### src/rtl/divider_recon_seq.sv
`default_nettype none
// ============================================================================
// Module   : divider_recon_seq
// Purpose  : Iterative shift-add reconstruction of a division result.
//            Rebuilds dividend = quotient * divisor + remainder, consuming
//            one quotient bit per cycle MSB-first, followed by one add cycle.
//            Valid/ready handshake on both the operand and the result side.
// Config   : RECON_CHECK_EN - when defined, ovf (full result >= 2^N) and
//            rem_err (remainder >= divisor) are computed and registered;
//            when undefined both outputs are tied to 0.
// Ports    : clk        rising-edge clock
//            rst        synchronous active-high reset
//            in_valid   operand triple valid
//            in_ready   unit idle, can accept (high only in IDLE)
//            quotient   [N-M:0]  multiplier operand (K = N-M+1 bits)
//            divisor    [M-1:0]  multiplicand
//            remainder  [M-1:0]  addend
//            out_valid  result valid
//            out_ready  consumer accepts result
//            dividend   [N-1:0]  low N bits of the reconstructed value
//            ovf        full result >= 2^N
//            rem_err    remainder >= divisor
// Revision : 1.0 - initial release
// ============================================================================
module divider_recon_seq #(
    parameter int N = 16,
    parameter int M = 10
) (
    input  logic         clk,
    input  logic         rst,
    input  logic         in_valid,
    output logic         in_ready,
    input  logic [N-M:0] quotient,
    input  logic [M-1:0] divisor,
    input  logic [M-1:0] remainder,
    output logic         out_valid,
    input  logic         out_ready,
    output logic [N-1:0] dividend,
    output logic         ovf,
    output logic         rem_err
);

    localparam int K  = N - M + 1;
    localparam int CW = $clog2(K) + 1;

    localparam logic [1:0] S_IDLE = 2'd0;
    localparam logic [1:0] S_MUL  = 2'd1;
    localparam logic [1:0] S_ADD  = 2'd2;
    localparam logic [1:0] S_DONE = 2'd3;

    logic [1:0]    state_q;
    logic [1:0]    state_d;

    logic [K-1:0]  qs_q;
    logic [M-1:0]  ds_q;
    logic [M-1:0]  rs_q;
    logic [N:0]    acc_q;
    logic [CW-1:0] cnt_q;
    logic          out_valid_q;
    logic [N-1:0]  dividend_q;

    logic [N:0]    ds_ext;
    logic [N:0]    rs_ext;
    logic [N:0]    acc_mul;
    logic [N:0]    acc_sum;
    logic          last_bit;

    assign ds_ext = {{(N+1-M){1'b0}}, ds_q};
    assign rs_ext = {{(N+1-M){1'b0}}, rs_q};

    // The largest possible product-plus-remainder fits in N+1 bits, so the
    // accumulator never wraps, neither in the shift-add nor in the final add.
    assign acc_mul  = (acc_q << 1) + (qs_q[K-1] ? ds_ext : '0);
    assign acc_sum  = acc_q + rs_ext;
    assign last_bit = (cnt_q == CW'(K - 1));

    // ------------------------------------------------------------------
    // FSM: state register
    // ------------------------------------------------------------------
    always_ff @(posedge clk) begin
        if (rst) begin
            state_q <= S_IDLE;
        end else begin
            state_q <= state_d;
        end
    end

    // ------------------------------------------------------------------
    // FSM: next-state logic
    // ------------------------------------------------------------------
    always_comb begin
        state_d = state_q;
        case (state_q)
            S_IDLE: if (in_valid)  state_d = S_MUL;
            S_MUL:  if (last_bit)  state_d = S_ADD;
            S_ADD:                 state_d = S_DONE;
            S_DONE: if (out_ready) state_d = S_IDLE;
            default:               state_d = S_IDLE;
        endcase
    end

    // ------------------------------------------------------------------
    // FSM: output logic
    // ------------------------------------------------------------------
    always_comb begin
        in_ready = (state_q == S_IDLE);
    end

    // ------------------------------------------------------------------
    // Datapath and registered result
    // ------------------------------------------------------------------
    always_ff @(posedge clk) begin
        if (rst) begin
            qs_q        <= '0;
            ds_q        <= '0;
            rs_q        <= '0;
            acc_q       <= '0;
            cnt_q       <= '0;
            out_valid_q <= 1'b0;
            dividend_q  <= '0;
        end else begin
            case (state_q)
                S_IDLE: begin
                    if (in_valid) begin
                        qs_q  <= quotient;
                        ds_q  <= divisor;
                        rs_q  <= remainder;
                        acc_q <= '0;
                        cnt_q <= '0;
                    end
                end
                S_MUL: begin
                    acc_q <= acc_mul;
                    qs_q  <= qs_q << 1;
                    cnt_q <= cnt_q + 1'b1;
                end
                S_ADD: begin
                    acc_q       <= acc_sum;
                    dividend_q  <= acc_sum[N-1:0];
                    out_valid_q <= 1'b1;
                end
                S_DONE: begin
                    // Result is held stable until the consumer takes it.
                    if (out_ready) begin
                        out_valid_q <= 1'b0;
                    end
                end
                default: begin
                    out_valid_q <= 1'b0;
                end
            endcase
        end
    end

    assign out_valid = out_valid_q;
    assign dividend  = dividend_q;

    // ------------------------------------------------------------------
    // Optional result checks
    // ------------------------------------------------------------------
`ifdef RECON_CHECK_EN
    logic ovf_q;
    logic rem_err_q;

    always_ff @(posedge clk) begin
        if (rst) begin
            ovf_q     <= 1'b0;
            rem_err_q <= 1'b0;
        end else if (state_q == S_ADD) begin
            ovf_q     <= acc_sum[N];
            // A zero divisor always flags, since any remainder is >= 0.
            rem_err_q <= (rs_q >= ds_q);
        end
    end

    assign ovf     = ovf_q;
    assign rem_err = rem_err_q;
`else
    assign ovf     = 1'b0;
    assign rem_err = 1'b0;
`endif

endmodule
`default_nettype wire
### config.mk
export PLATFORM = sky130hd
export DESIGN_NAME = divider_recon_seq
export DESIGN_NICKNAME = d
export VERILOG_FILES = /design/src/rtl/divider_recon_seq.sv
export SDC_FILE = /design/constraint.sdc
export NUM_CORES = 1
export LEC_CHECK = 0
export CAP_MARGIN = 20
export CORE_ASPECT_RATIO = 0.8
export CORE_MARGIN = 8
export CORE_UTILIZATION = 50
export CTS_CLUSTER_SIZE = 28
export DETAILED_ROUTE_END_ITERATION = 8
export GPL_TIMING_DRIVEN = 0
export PLACE_DENSITY = 0.73
export SKIP_CTS_REPAIR_TIMING = 1
export SYNTH_ARGS = -nofsm -noshare
export SYNTH_HDL_FRONTEND = slang
export SYNTH_SLANG_ARGS = --single-unit
### constraint.sdc
create_clock -name clk -period 6 [get_ports clk]
set_input_delay 1.2 -clock clk [delete_from_list [all_inputs] [get_ports clk]]
set_output_delay 1.2 -clock clk [all_outputs]
set_load 0.03 [all_outputs]
==> results of run 1 <==
==> cells in the final DEF (no fill, tap or decap), types with 3 or more instances in the layout <==
cell type	Yosys	routed
sky130_fd_sc_hd__a211oi_1	14	14
sky130_fd_sc_hd__a21o_1	9	9
sky130_fd_sc_hd__a21oi_1	46	46
sky130_fd_sc_hd__a22oi_1	5	5
sky130_fd_sc_hd__a31oi_1	4	4
sky130_fd_sc_hd__and2_1	11	11
sky130_fd_sc_hd__and3_1	3	3
sky130_fd_sc_hd__clkbuf_1	19	20
sky130_fd_sc_hd__clkbuf_8	0	9
sky130_fd_sc_hd__clkdlybuf4s50_1	0	48
sky130_fd_sc_hd__clkinvlp_4	0	3
sky130_fd_sc_hd__dfxtp_1	66	66
sky130_fd_sc_hd__ha_1	26	26
sky130_fd_sc_hd__inv_1	10	10
sky130_fd_sc_hd__mux2i_1	11	11
sky130_fd_sc_hd__nand2_1	66	66
sky130_fd_sc_hd__nand2b_1	9	9
sky130_fd_sc_hd__nand3_1	8	8
sky130_fd_sc_hd__nor2_1	38	38
sky130_fd_sc_hd__nor2b_1	3	3
sky130_fd_sc_hd__nor3_1	5	5
sky130_fd_sc_hd__nor3b_1	3	3
sky130_fd_sc_hd__o211ai_1	3	3
sky130_fd_sc_hd__o21ai_0	15	15
sky130_fd_sc_hd__o221ai_1	7	7
sky130_fd_sc_hd__o22ai_1	3	3
sky130_fd_sc_hd__xnor2_1	19	19
sky130_fd_sc_hd__xor2_1	8	8
==> tightest hold or removal path, stage by stage, from the launching register on <==
cell                      delay, ns
sky130_fd_sc_hd__dfxtp_1       0.31
sky130_fd_sc_hd__nand2_1       0.05
sky130_fd_sc_hd__a21oi_1       0.05
==> registers in the layout, summed over array words and instances, names as in the netlist <==
register / flops
state_q: 2
ds_q: 10
dividend: 16
qs_q: 7
rs_q: 10
cnt_q: 4
acc_q: 16
out_valid: 1
==> where the power goes <==
part           switching [uW]  internal (uW)
sequential               52.1            516
clock                     171            146
combinational             400            234
total                     623            895
==> per-layer routing <==
layer  track usage  vias up  part of all wire
met5             0        -                 0
met4        0.0553        0             0.014
met3        0.0488       13             0.058
met2         0.283       96              0.42
met1         0.253     1596              0.51
li1              -     1720                 -
==> kinds of logic (layout without fill, tap and decap cells) <==
logic type      count (synthesis)  after routing  synth area share
other cells                     1              2          0.000991
compound gates                126            126             0.222
mux                            11             11            0.0291
xor+xnor                       27             27            0.0625
flops                          66             66             0.349
buf+inv                        37            100            0.0423
simple gates                  159            159             0.198
fa+ha+maj                      28             28            0.0966
==> final cells by class <==
class	count	share of cell area
Inverter	10	0.00827
Clock buffer	10	0.0281
Buffer	27	0.0270
Timing Repair Buffer	48	0.106
Tap cell	90	0.0248
Clock inverter	5	0.00716
Sequential cell	66	0.291
Multi-Input combinational cell	353	0.508
==> Yosys cell counts (2+ instances only) <==
cell type / instances
sky130_fd_sc_hd__a211oi_1: 14
sky130_fd_sc_hd__a211oi_2: 2
sky130_fd_sc_hd__a21o_1: 9
sky130_fd_sc_hd__a21oi_1: 46
sky130_fd_sc_hd__a22oi_1: 5
sky130_fd_sc_hd__a31oi_1: 4
sky130_fd_sc_hd__and2_1: 11
sky130_fd_sc_hd__and3_1: 3
sky130_fd_sc_hd__buf_1: 2
sky130_fd_sc_hd__buf_2: 2
sky130_fd_sc_hd__buf_4: 2
sky130_fd_sc_hd__clkbuf_1: 19
sky130_fd_sc_hd__dfxtp_1: 66
sky130_fd_sc_hd__fa_1: 2
sky130_fd_sc_hd__ha_1: 26
sky130_fd_sc_hd__inv_1: 10
sky130_fd_sc_hd__mux2i_1: 11
sky130_fd_sc_hd__nand2_1: 66
sky130_fd_sc_hd__nand2b_1: 9
sky130_fd_sc_hd__nand3_1: 8
sky130_fd_sc_hd__nand3b_1: 2
sky130_fd_sc_hd__nand4_1: 2
sky130_fd_sc_hd__nor2_1: 38
sky130_fd_sc_hd__nor2b_1: 3
sky130_fd_sc_hd__nor3_1: 5
sky130_fd_sc_hd__nor3b_1: 3
sky130_fd_sc_hd__o211ai_1: 3
sky130_fd_sc_hd__o21ai_0: 15
sky130_fd_sc_hd__o221ai_1: 7
sky130_fd_sc_hd__o22ai_1: 3
sky130_fd_sc_hd__or3_1: 2
sky130_fd_sc_hd__xnor2_1: 19
sky130_fd_sc_hd__xor2_1: 8
==> metrics by stage <==
stage	setup slack (ns)	power [uW]	instances	util
global placement	2.80	1180	594	0.595
global route	2.89	1620	609	0.617
floorplan	3.63	1000	456	-
finish	2.97	1520	609	0.617
CTS	2.96	1520	609	0.617
detailed placement	2.76	1200	594	0.595
==> path summary, 6_finish.rpt <==
path | start | endpoint | slack [ns] | cells after the start
hold / removal | ds_q[9]$_SDFFE_PP0P_ | ds_q[9]$_SDFFE_PP0P_ | 0.46 | 2
setup / recovery | state_q[1]$_SDFFE_PP0P_ | in_ready | 2.97 | 3
setup reg to reg | qs_q[6]$_SDFFE_PP0P_ | acc_q[13]$_SDFFE_PP0P_ | 3.28 | 10
hold reg to reg | ds_q[9]$_SDFFE_PP0P_ | ds_q[9]$_SDFFE_PP0P_ | 0.46 | 2
==> impl_results.html, run 1 <==
<table>
<tr><th>Metric</th><th>Value</th></tr>
<tr><th colspan="2">Run status</th></tr>
<tr><td>Run status</td><td>finished clean</td></tr>
<tr><th colspan="2">Timing</th></tr>
<tr><td>Top achievable clock speed</td><td>330 MHz</td></tr>
<tr><td>Final Hold Slack</td><td>0.457 ns</td></tr>
<tr><td>Max transition margin</td><td>0.568</td></tr>
<tr><td>Fin Setup TNS</td><td>0 ns</td></tr>
<tr><td>Final setup vio count</td><td>0</td></tr>
<tr><td>Number of failing hold endpoints at the final stage</td><td>0</td></tr>
<tr><td>Total count of max-transition violations in the final report</td><td>0</td></tr>
<tr><td>Ratio of final minimum period to clock period</td><td>0.505</td></tr>
<tr><td>Unrepaired setup endpoints after global routing</td><td>no</td></tr>
<tr><td>Final Critical Period</td><td>3.03 ns</td></tr>
<tr><td>Pin slew with the least headroom to its limit</td><td>0.648 ns</td></tr>
<tr><td>Clock Skew</td><td>0.00505 ns</td></tr>
<tr><th colspan="2">Logic synthesis</th></tr>
<tr><td>Number of register bits inferred by synthesis</td><td>66</td></tr>
<tr><td>Largest area contributor in the synthesized netlist</td><td>sky130_fd_sc_hd__dfxtp_1</td></tr>
<tr><td>Synth Warn #</td><td>0</td></tr>
<tr><td>Most used flip-flop cell after synthesis</td><td>sky130_fd_sc_hd__dfxtp_1</td></tr>
<tr><td>Fraction of the yosys area taken by sequential cells</td><td>0.349</td></tr>
<tr><td>Average instance area after synthesis</td><td>8.32 sq um</td></tr>
<tr><td>Cell types occupying the most area after synthesis</td><td>sky130_fd_sc_hd__dfxtp_1 (35%), sky130_fd_sc_hd__ha_1 (8.6%), sky130_fd_sc_hd__nand2_1 (6.5%)</td></tr>
<tr><td>Share of async-settable or async-resettable flops after synthesis</td><td>0</td></tr>
<tr><td>Count of different cell masters after synthesis</td><td>61</td></tr>
<tr><td>Top-area cell type share of the netlist area</td><td>0.349</td></tr>
<tr><td>EDFF count, synth</td><td>0</td></tr>
<tr><td>Number of instances in the synthesized netlist</td><td>455</td></tr>
<tr><td>Post-synthesis instance area</td><td>3780 sq um</td></tr>
<tr><th colspan="2">Setup path</th></tr>
<tr><td>Cells along the critical path</td><td>inv_1 -&gt; ha_1 -&gt; clkdlybuf4s50_1</td></tr>
<tr><td>CP max stage cell</td><td>sky130_fd_sc_hd__clkdlybuf4s50_1</td></tr>
<tr><td>Critical path required time</td><td>4.80 ns</td></tr>
<tr><td>CP peak stage delay</td><td>0.73 ns</td></tr>
<tr><td>Crit path max-delay family</td><td>buffers and inverters</td></tr>
<tr><td>CP arrival</td><td>1.83 ns</td></tr>
<tr><td>Class of the most critical setup path</td><td>reg2out</td></tr>
<tr><td>Worst Path Max Fanout</td><td>8</td></tr>
<tr><td>Kind of start point of the critical path</td><td>flop</td></tr>
<tr><td>Combined buffer and inverter count along the critical path</td><td>2</td></tr>
<tr><td>Kind of capture point of the worst setup path</td><td>output port</td></tr>
<tr><th colspan="2">Final layout</th></tr>
<tr><td>Fill cell total of the finished layout</td><td>686</td></tr>
<tr><td>Total Nets Final</td><td>574</td></tr>
<tr><td>Footprint of the flip-flops and latches</td><td>1320 sq um</td></tr>
<tr><td>Area delta synth-&gt;final</td><td>20.0%</td></tr>
<tr><td>Fraction of final layout cells sized beyond drive strength 1</td><td>0.0597</td></tr>
<tr><td>Post-Layout Inst Area</td><td>4540 sq um</td></tr>
<tr><td>Number of diodes</td><td>0</td></tr>
<tr><td>Area used by multi-input combinational logic</td><td>2310 sq um</td></tr>
<tr><th colspan="2">Drt</th></tr>
<tr><td>Vias</td><td>3,425</td></tr>
<tr><td>Number of detailed-route iterations in the first pass</td><td>4</td></tr>
<tr><td>WL/cell</td><td>15.9 microns</td></tr>
<tr><td># DRC</td><td>0</td></tr>
<tr><td>Per-cell via count in the routed design</td><td>5.62</td></tr>
<tr><td>Total wirelength of the detailed-routed design</td><td>9670 microns</td></tr>
<tr><td>Number of violations reported at the end of detailed-routing iteration 0</td><td>190</td></tr>
<tr><td>Antenna viol nets, final</td><td>0</td></tr>
<tr><th colspan="2">GRT</th></tr>
<tr><td>Antenna violations before repair</td><td>0</td></tr>
<tr><td>Total global routing overflow</td><td>0</td></tr>
<tr><td>Vias in the first global route</td><td>3,307</td></tr>
<tr><td>First-pass GRT wire length</td><td>16,000 microns</td></tr>
<tr><td>Combined global-route utilization of all metal layers</td><td>0.186</td></tr>
<tr><td>Pin count of the biggest net entering global routing</td><td>12</td></tr>
<tr><th colspan="2">Die</th></tr>
<tr><td>Cell Rows</td><td>28</td></tr>
<tr><td>Die width</td><td>113 microns</td></tr>
<tr><td>Core Footprint</td><td>7360 sq um</td></tr>
<tr><td>Die boundary height</td><td>93.8 microns</td></tr>
<tr><td>Die footprint</td><td>10,600 sq um</td></tr>
<tr><td>I/O pin cnt</td><td>51</td></tr>
<tr><td>Initial core utilization</td><td>0.514</td></tr>
<tr><th colspan="2">Clocking</th></tr>
<tr><td>Number of clock sinks</td><td>66</td></tr>
<tr><td>Reg clk slew, reported paths</td><td>0.07 ns</td></tr>
<tr><td>Source-to-sink clock delay at the later pin of the worst-skew pair</td><td>0.34 ns</td></tr>
<tr><td>Clock tree root buffer cell</td><td>sky130_fd_sc_hd__clkbuf_8</td></tr>
<tr><td>H-tree depth</td><td>3</td></tr>
<tr><td>Cts bufs inserted</td><td>9</td></tr>
<tr><td>Clock buffer depth</td><td>2</td></tr>
<tr><td>CTS tree</td><td>built</td></tr>
<tr><th colspan="2">Hold path</th></tr>
<tr><td>Class of the tightest hold or removal check</td><td>reg2reg</td></tr>
<tr><th colspan="2">Place</th></tr>
<tr><td>Global placer's final weighted congestion</td><td>0.886</td></tr>
<tr><td>Post-detailed-placement cell area</td><td>4380 sq um</td></tr>
<tr><td>Placed wire-length estimate</td><td>7500 microns</td></tr>
<tr><td>Buffers added on ports</td><td>48</td></tr>
<tr><th colspan="2">Pwr</th></tr>
<tr><td>Power density of the placed cells</td><td>334 nW/um^2</td></tr>
<tr><td>Leakage</td><td>0.00180 uW</td></tr>
<tr><td>Highest ir drop seen on vdd</td><td>0.146 mV</td></tr>
<tr><th colspan="2">Run</th></tr>
<tr><td>Max cap viols</td><td>0</td></tr>
</table>
Power figures use the tool's default switching activity.
==> run 2: changes to the inputs <==
==> constraint.sdc (replaced) <==
create_clock -name clk -period 3.1 [get_ports clk]
set_input_delay 0.62 -clock clk [delete_from_list [all_inputs] [get_ports clk]]
set_output_delay 0.62 -clock clk [all_outputs]
set_load 0.03 [all_outputs]
==> results of run 2 <==
Same layout as run 1 (identical final DEF). Status: finished clean.
Main changes from that run: setup slack after placement 2.76 ns -> 0.399 ns; setup slack after layout 2.97 ns -> 0.376 ns; start point of the critical path state_q[1]$_SDFFE_PP0P_ -> qs_q[6]$_SDFFE_PP0P_; end point of the critical path in_ready -> acc_q[13]$_SDFFE_PP0P_; register-to-register setup slack 3.28 ns -> 0.38 ns; total power 1520 uW -> 2940 uW; worst IR drop on VDD 0.146 mV -> 0.283 mV
==> run 3: changes to the inputs <==
--- a/config.mk
+++ b/config.mk
@@ -8,11 +8,11 @@
 export CAP_MARGIN = 20
 export CORE_ASPECT_RATIO = 0.8
 export CORE_MARGIN = 8
-export CORE_UTILIZATION = 50
+export CORE_UTILIZATION = 30
 export CTS_CLUSTER_SIZE = 28
 export DETAILED_ROUTE_END_ITERATION = 8
 export GPL_TIMING_DRIVEN = 0
-export PLACE_DENSITY = 0.73
+export PLACE_DENSITY = 0.48
 export SKIP_CTS_REPAIR_TIMING = 1
 export SYNTH_ARGS = -nofsm -noshare
 export SYNTH_HDL_FRONTEND = slang
==> constraint.sdc (replaced) <==
create_clock -name clk -period 2.87 [get_ports clk]
set_input_delay 0.574 -clock clk [delete_from_list [all_inputs] [get_ports clk]]
set_output_delay 0.574 -clock clk [all_outputs]
set_load 0.03 [all_outputs]
==> run 3 against run 2 <==
  * Final area is 5.4% higher
  * Sequential power grew 10%
  * Critical path type unchanged
  * Largest cell class unchanged
  * Critical endpoint is now acc_q[9]$_SDFFE_PP0P_
  * Combinational power rose by 7%
==> impl_results.html, run 3 (same netlist as run 1, synthesis figures left out) <==
<table>
<tr><th>Metric</th><th>Value</th></tr>
<tr><th colspan="2">Run status</th></tr>
<tr><td>Run status</td><td>finished clean</td></tr>
<tr><th colspan="2">Die</th></tr>
<tr><td>I/O pin cnt</td><td>51 (unchanged)</td></tr>
<tr><td>Die width</td><td>142 microns (+25%)</td></tr>
<tr><td>Core Footprint</td><td>12,300 sq um (+67%)</td></tr>
<tr><td>Initial core utilization</td><td>0.309 (-0.205)</td></tr>
<tr><td>Die footprint</td><td>16,500 sq um (+55%)</td></tr>
<tr><td>Cell Rows</td><td>36 (+29%)</td></tr>
<tr><td>Die boundary height</td><td>116 microns (+24%)</td></tr>
<tr><th colspan="2">Setup path</th></tr>
<tr><td>Worst r2r path cells</td><td>9 (-1)</td></tr>
<tr><td>Reg2reg setup slack</td><td>0.22 ns</td></tr>
<tr><td>Worst reg2reg endpoint</td><td>acc_q[9]$_SDFFE_PP0P_</td></tr>
<tr><td>Critical path required time</td><td>3.09 ns</td></tr>
<tr><td>Startpoint of the worst register-to-register path</td><td>qs_q[6]$_SDFFE_PP0P_</td></tr>
<tr><td>Class of the most critical setup path</td><td>reg2reg</td></tr>
<tr><td>CP arrival</td><td>2.87 ns</td></tr>
<tr><td>Kind of start point of the critical path</td><td>flop</td></tr>
<tr><td>CP max stage cell</td><td>sky130_fd_sc_hd__dfxtp_1</td></tr>
<tr><td>CP peak stage delay</td><td>0.41 ns</td></tr>
<tr><td>Kind of capture point of the worst setup path</td><td>flop</td></tr>
<tr><td>Crit path max-delay family</td><td>compound AO/OA/AOI/OAI gates</td></tr>
<tr><td>Combined buffer and inverter count along the critical path</td><td>0</td></tr>
<tr><td>Worst Path Max Fanout</td><td>11</td></tr>
<tr><td>Cells along the critical path</td><td>and2_1 -&gt; ha_1 -&gt; fa_1 -&gt; a21oi_1 -&gt; o221ai_1 -&gt; o31ai_1 -&gt; xor2_1 -&gt; a2bb2oi_1 -&gt; o21ai_0</td></tr>
<tr><th colspan="2">GRT</th></tr>
<tr><td>Vias in the first global route</td><td>3,390 (+2.5%)</td></tr>
<tr><td>Pin count of the biggest net entering global routing</td><td>12 (unchanged)</td></tr>
<tr><td>Total global routing overflow</td><td>0 (unchanged)</td></tr>
<tr><td>Antenna violations before repair</td><td>0 (unchanged)</td></tr>
<tr><td>First-pass GRT wire length</td><td>17,700 microns (+11%)</td></tr>
<tr><td>Combined global-route utilization of all metal layers</td><td>0.138 (-0.0485)</td></tr>
<tr><th colspan="2">Pwr</th></tr>
<tr><td>Leakage</td><td>0.00187 uW (+3.9%)</td></tr>
<tr><td>Highest ir drop seen on vdd</td><td>0.301 mV</td></tr>
<tr><td>Power density of the placed cells</td><td>762 nW/um^2</td></tr>
<tr><td>Power Total</td><td>3650 uW</td></tr>
<tr><th colspan="2">Timing</th></tr>
<tr><td>Unrepaired setup endpoints after global routing</td><td>no</td></tr>
<tr><td>Fin Setup TNS</td><td>0 ns (unchanged)</td></tr>
<tr><td>Ratio of final minimum period to clock period</td><td>0.924</td></tr>
<tr><td>Max transition margin</td><td>0.530 (-0.0377)</td></tr>
<tr><td>Pin slew with the least headroom to its limit</td><td>0.704 ns (+0.0566 ns)</td></tr>
<tr><td>Total count of max-transition violations in the final report</td><td>0 (unchanged)</td></tr>
<tr><td>Final setup vio count</td><td>0 (unchanged)</td></tr>
<tr><td>Clock Skew</td><td>0.00743 ns (+0.00238 ns)</td></tr>
<tr><td>Final Critical Period</td><td>2.65 ns</td></tr>
<tr><td>Top achievable clock speed</td><td>377 MHz</td></tr>
<tr><td>Number of failing hold endpoints at the final stage</td><td>0 (unchanged)</td></tr>
<tr><th colspan="2">Drt</th></tr>
<tr><td>Per-cell via count in the routed design</td><td>4.77 (-15%)</td></tr>
<tr><td>Number of violations reported at the end of detailed-routing iteration 0</td><td>163 (-14%)</td></tr>
<tr><td>WL/cell</td><td>15.5 microns (-2.2%)</td></tr>
<tr><td>Total wirelength of the detailed-routed design</td><td>10,700 microns (+11%)</td></tr>
<tr><td># DRC</td><td>0 (unchanged)</td></tr>
<tr><td>Vias</td><td>3,292 (-3.9%)</td></tr>
<tr><td>Antenna viol nets, final</td><td>0 (unchanged)</td></tr>
<tr><td>Number of detailed-route iterations in the first pass</td><td>4 (unchanged)</td></tr>
<tr><th colspan="2">Final layout</th></tr>
<tr><td>Non-filler cells, final</td><td>690 (+13%)</td></tr>
<tr><td>Fill cell total of the finished layout</td><td>1,272 (+85%)</td></tr>
<tr><td>Commonest cells after routing, fill and taps aside</td><td>sky130_fd_sc_hd__nand2_1 (66), sky130_fd_sc_hd__dfxtp_1 (66), sky130_fd_sc_hd__clkdlybuf4s50_1 (48)</td></tr>
<tr><td>Number of diodes</td><td>0 (unchanged)</td></tr>
<tr><td>Fraction of final layout cells sized beyond drive strength 1</td><td>0.0617 (+0.00193)</td></tr>
<tr><td>Total Nets Final</td><td>573 (-0.17%)</td></tr>
<tr><td>Area delta synth-&gt;final</td><td>26.5%</td></tr>
<tr><th colspan="2">Hold path</th></tr>
<tr><td>Hold-critical path endpoint</td><td>ds_q[2]$_SDFFE_PP0P_</td></tr>
<tr><td>Class of the tightest hold or removal check</td><td>reg2reg</td></tr>
<tr><td>Start point of the worst min-delay path</td><td>ds_q[2]$_SDFFE_PP0P_</td></tr>
<tr><td>Cell count of the worst hold path</td><td>2 (unchanged)</td></tr>
<tr><th colspan="2">Clocking</th></tr>
<tr><td>CTS tree</td><td>built</td></tr>
<tr><td>H-tree depth</td><td>3 (unchanged)</td></tr>
<tr><td>Clock buffer depth</td><td>2 (unchanged)</td></tr>
<tr><td>Number of clock sinks</td><td>66 (unchanged)</td></tr>
<tr><td>Reg clk slew, reported paths</td><td>0.06 ns (about the same)</td></tr>
<tr><td>Cts bufs inserted</td><td>9 (unchanged)</td></tr>
<tr><td>Source-to-sink clock delay at the later pin of the worst-skew pair</td><td>0.34 ns (about the same)</td></tr>
<tr><td>Clock tree root buffer cell</td><td>sky130_fd_sc_hd__clkbuf_16</td></tr>
<tr><th colspan="2">Place</th></tr>
<tr><td>Placed wire-length estimate</td><td>8390 microns (+12%)</td></tr>
<tr><td>Global placer's final weighted congestion</td><td>0.802 (-9.5%)</td></tr>
<tr><td>Buffers added on ports</td><td>48 (unchanged)</td></tr>
<tr><td>Placed Instances</td><td>675 (+14%)</td></tr>
<tr><th colspan="2">Run</th></tr>
<tr><td>Max cap viols</td><td>0 (unchanged)</td></tr>
</table>
## run 3: cell types whose count changed in the layout (fill, tap and decap cells not counted), sizes merged
cell	previous run	this run
bufinv	0	1
clkbuf	30	31
clkinv	2	1
clkinvlp	3	2
## run 3: layer usage
layer / GRT usage / vias to the layer above / part of all wire
met5: 0 / - / 0
met4: 0.0407 / 0 / 0.012
met3: 0.0351 / 12 / 0.050
met2: 0.205 / 62 / 0.41
met1: 0.191 / 1491 / 0.53
li1: - / 1727 / -
## run 3: cell type report
cell class / count / area [sq um] / area share
Clock buffer: 12 / 256 / 0.0536
Sequential cell: 66 / 1320 / 0.276
Multi-Input combinational cell: 353 / 2310 / 0.482
Clock inverter: 4 / 50.0 / 0.0105
Tap cell: 171 / 214 / 0.0447
Buffer: 26 / 119 / 0.0248
Timing Repair Buffer: 48 / 480 / 0.100
Inverter: 10 / 37.5 / 0.00785
## run 3: report_power, final
group | switching, uW | total (uW) | internal, uW | leakage (uW)
sequential | 127 | 1210 | 1080 | 0.000537
clock | 418 | 1140 | 718 | 0.000145
combinational | 821 | 1310 | 485 | 0.00118
## run 3: worst min-delay path, delay by kind of cell (launching register included)
kind,cells,cell delay (ns)
flip-flops,1,0.30
AO/OA/AOI/OAI,1,0.05
AND/OR/NAND/NOR,1,0.05
## run 3: worst max-delay path by stage
stage,start,endpoint,slack [ns],cells after the start
5_1_grt,qs_q[6]$_SDFFE_PP0P_,acc_q[9]$_SDFFE_PP0P_,0.005,9
6_report,qs_q[6]$_SDFFE_PP0P_,acc_q[9]$_SDFFE_PP0P_,0.22,9
4_1_cts,qs_q[6]$_SDFFE_PP0P_,acc_q[11]$_SDFFE_PP0P_,0.11,10
3_5_place_dp,qs_q[6]$_SDFFE_PP0P_,acc_q[13]$_SDFFE_PP0P_,0.13,10
3_3_place_gp,qs_q[6]$_SDFFE_PP0P_,acc_q[13]$_SDFFE_PP0P_,0.16,10
2_1_floorplan,qs_q[6]$_SDFFE_PP0P_,acc_q[9]$_SDFFE_PP0P_,0.58,10
## run 3: through the flow
stage | util | setup slack (ns) | hold slack (ns) | cell area (sq um)
finish | 0.391 | 0.219 | 0.451 | 4780
global route | 0.391 | 0.00546 | 0.477 | 4780
CTS | 0.391 | 0.115 | 0.454 | 4790
global placement | 0.366 | 0.160 | 0.443 | 4480
floorplan | - | 0.580 | 0.432 | 3790
detailed placement | 0.366 | 0.128 | 0.447 | 4480
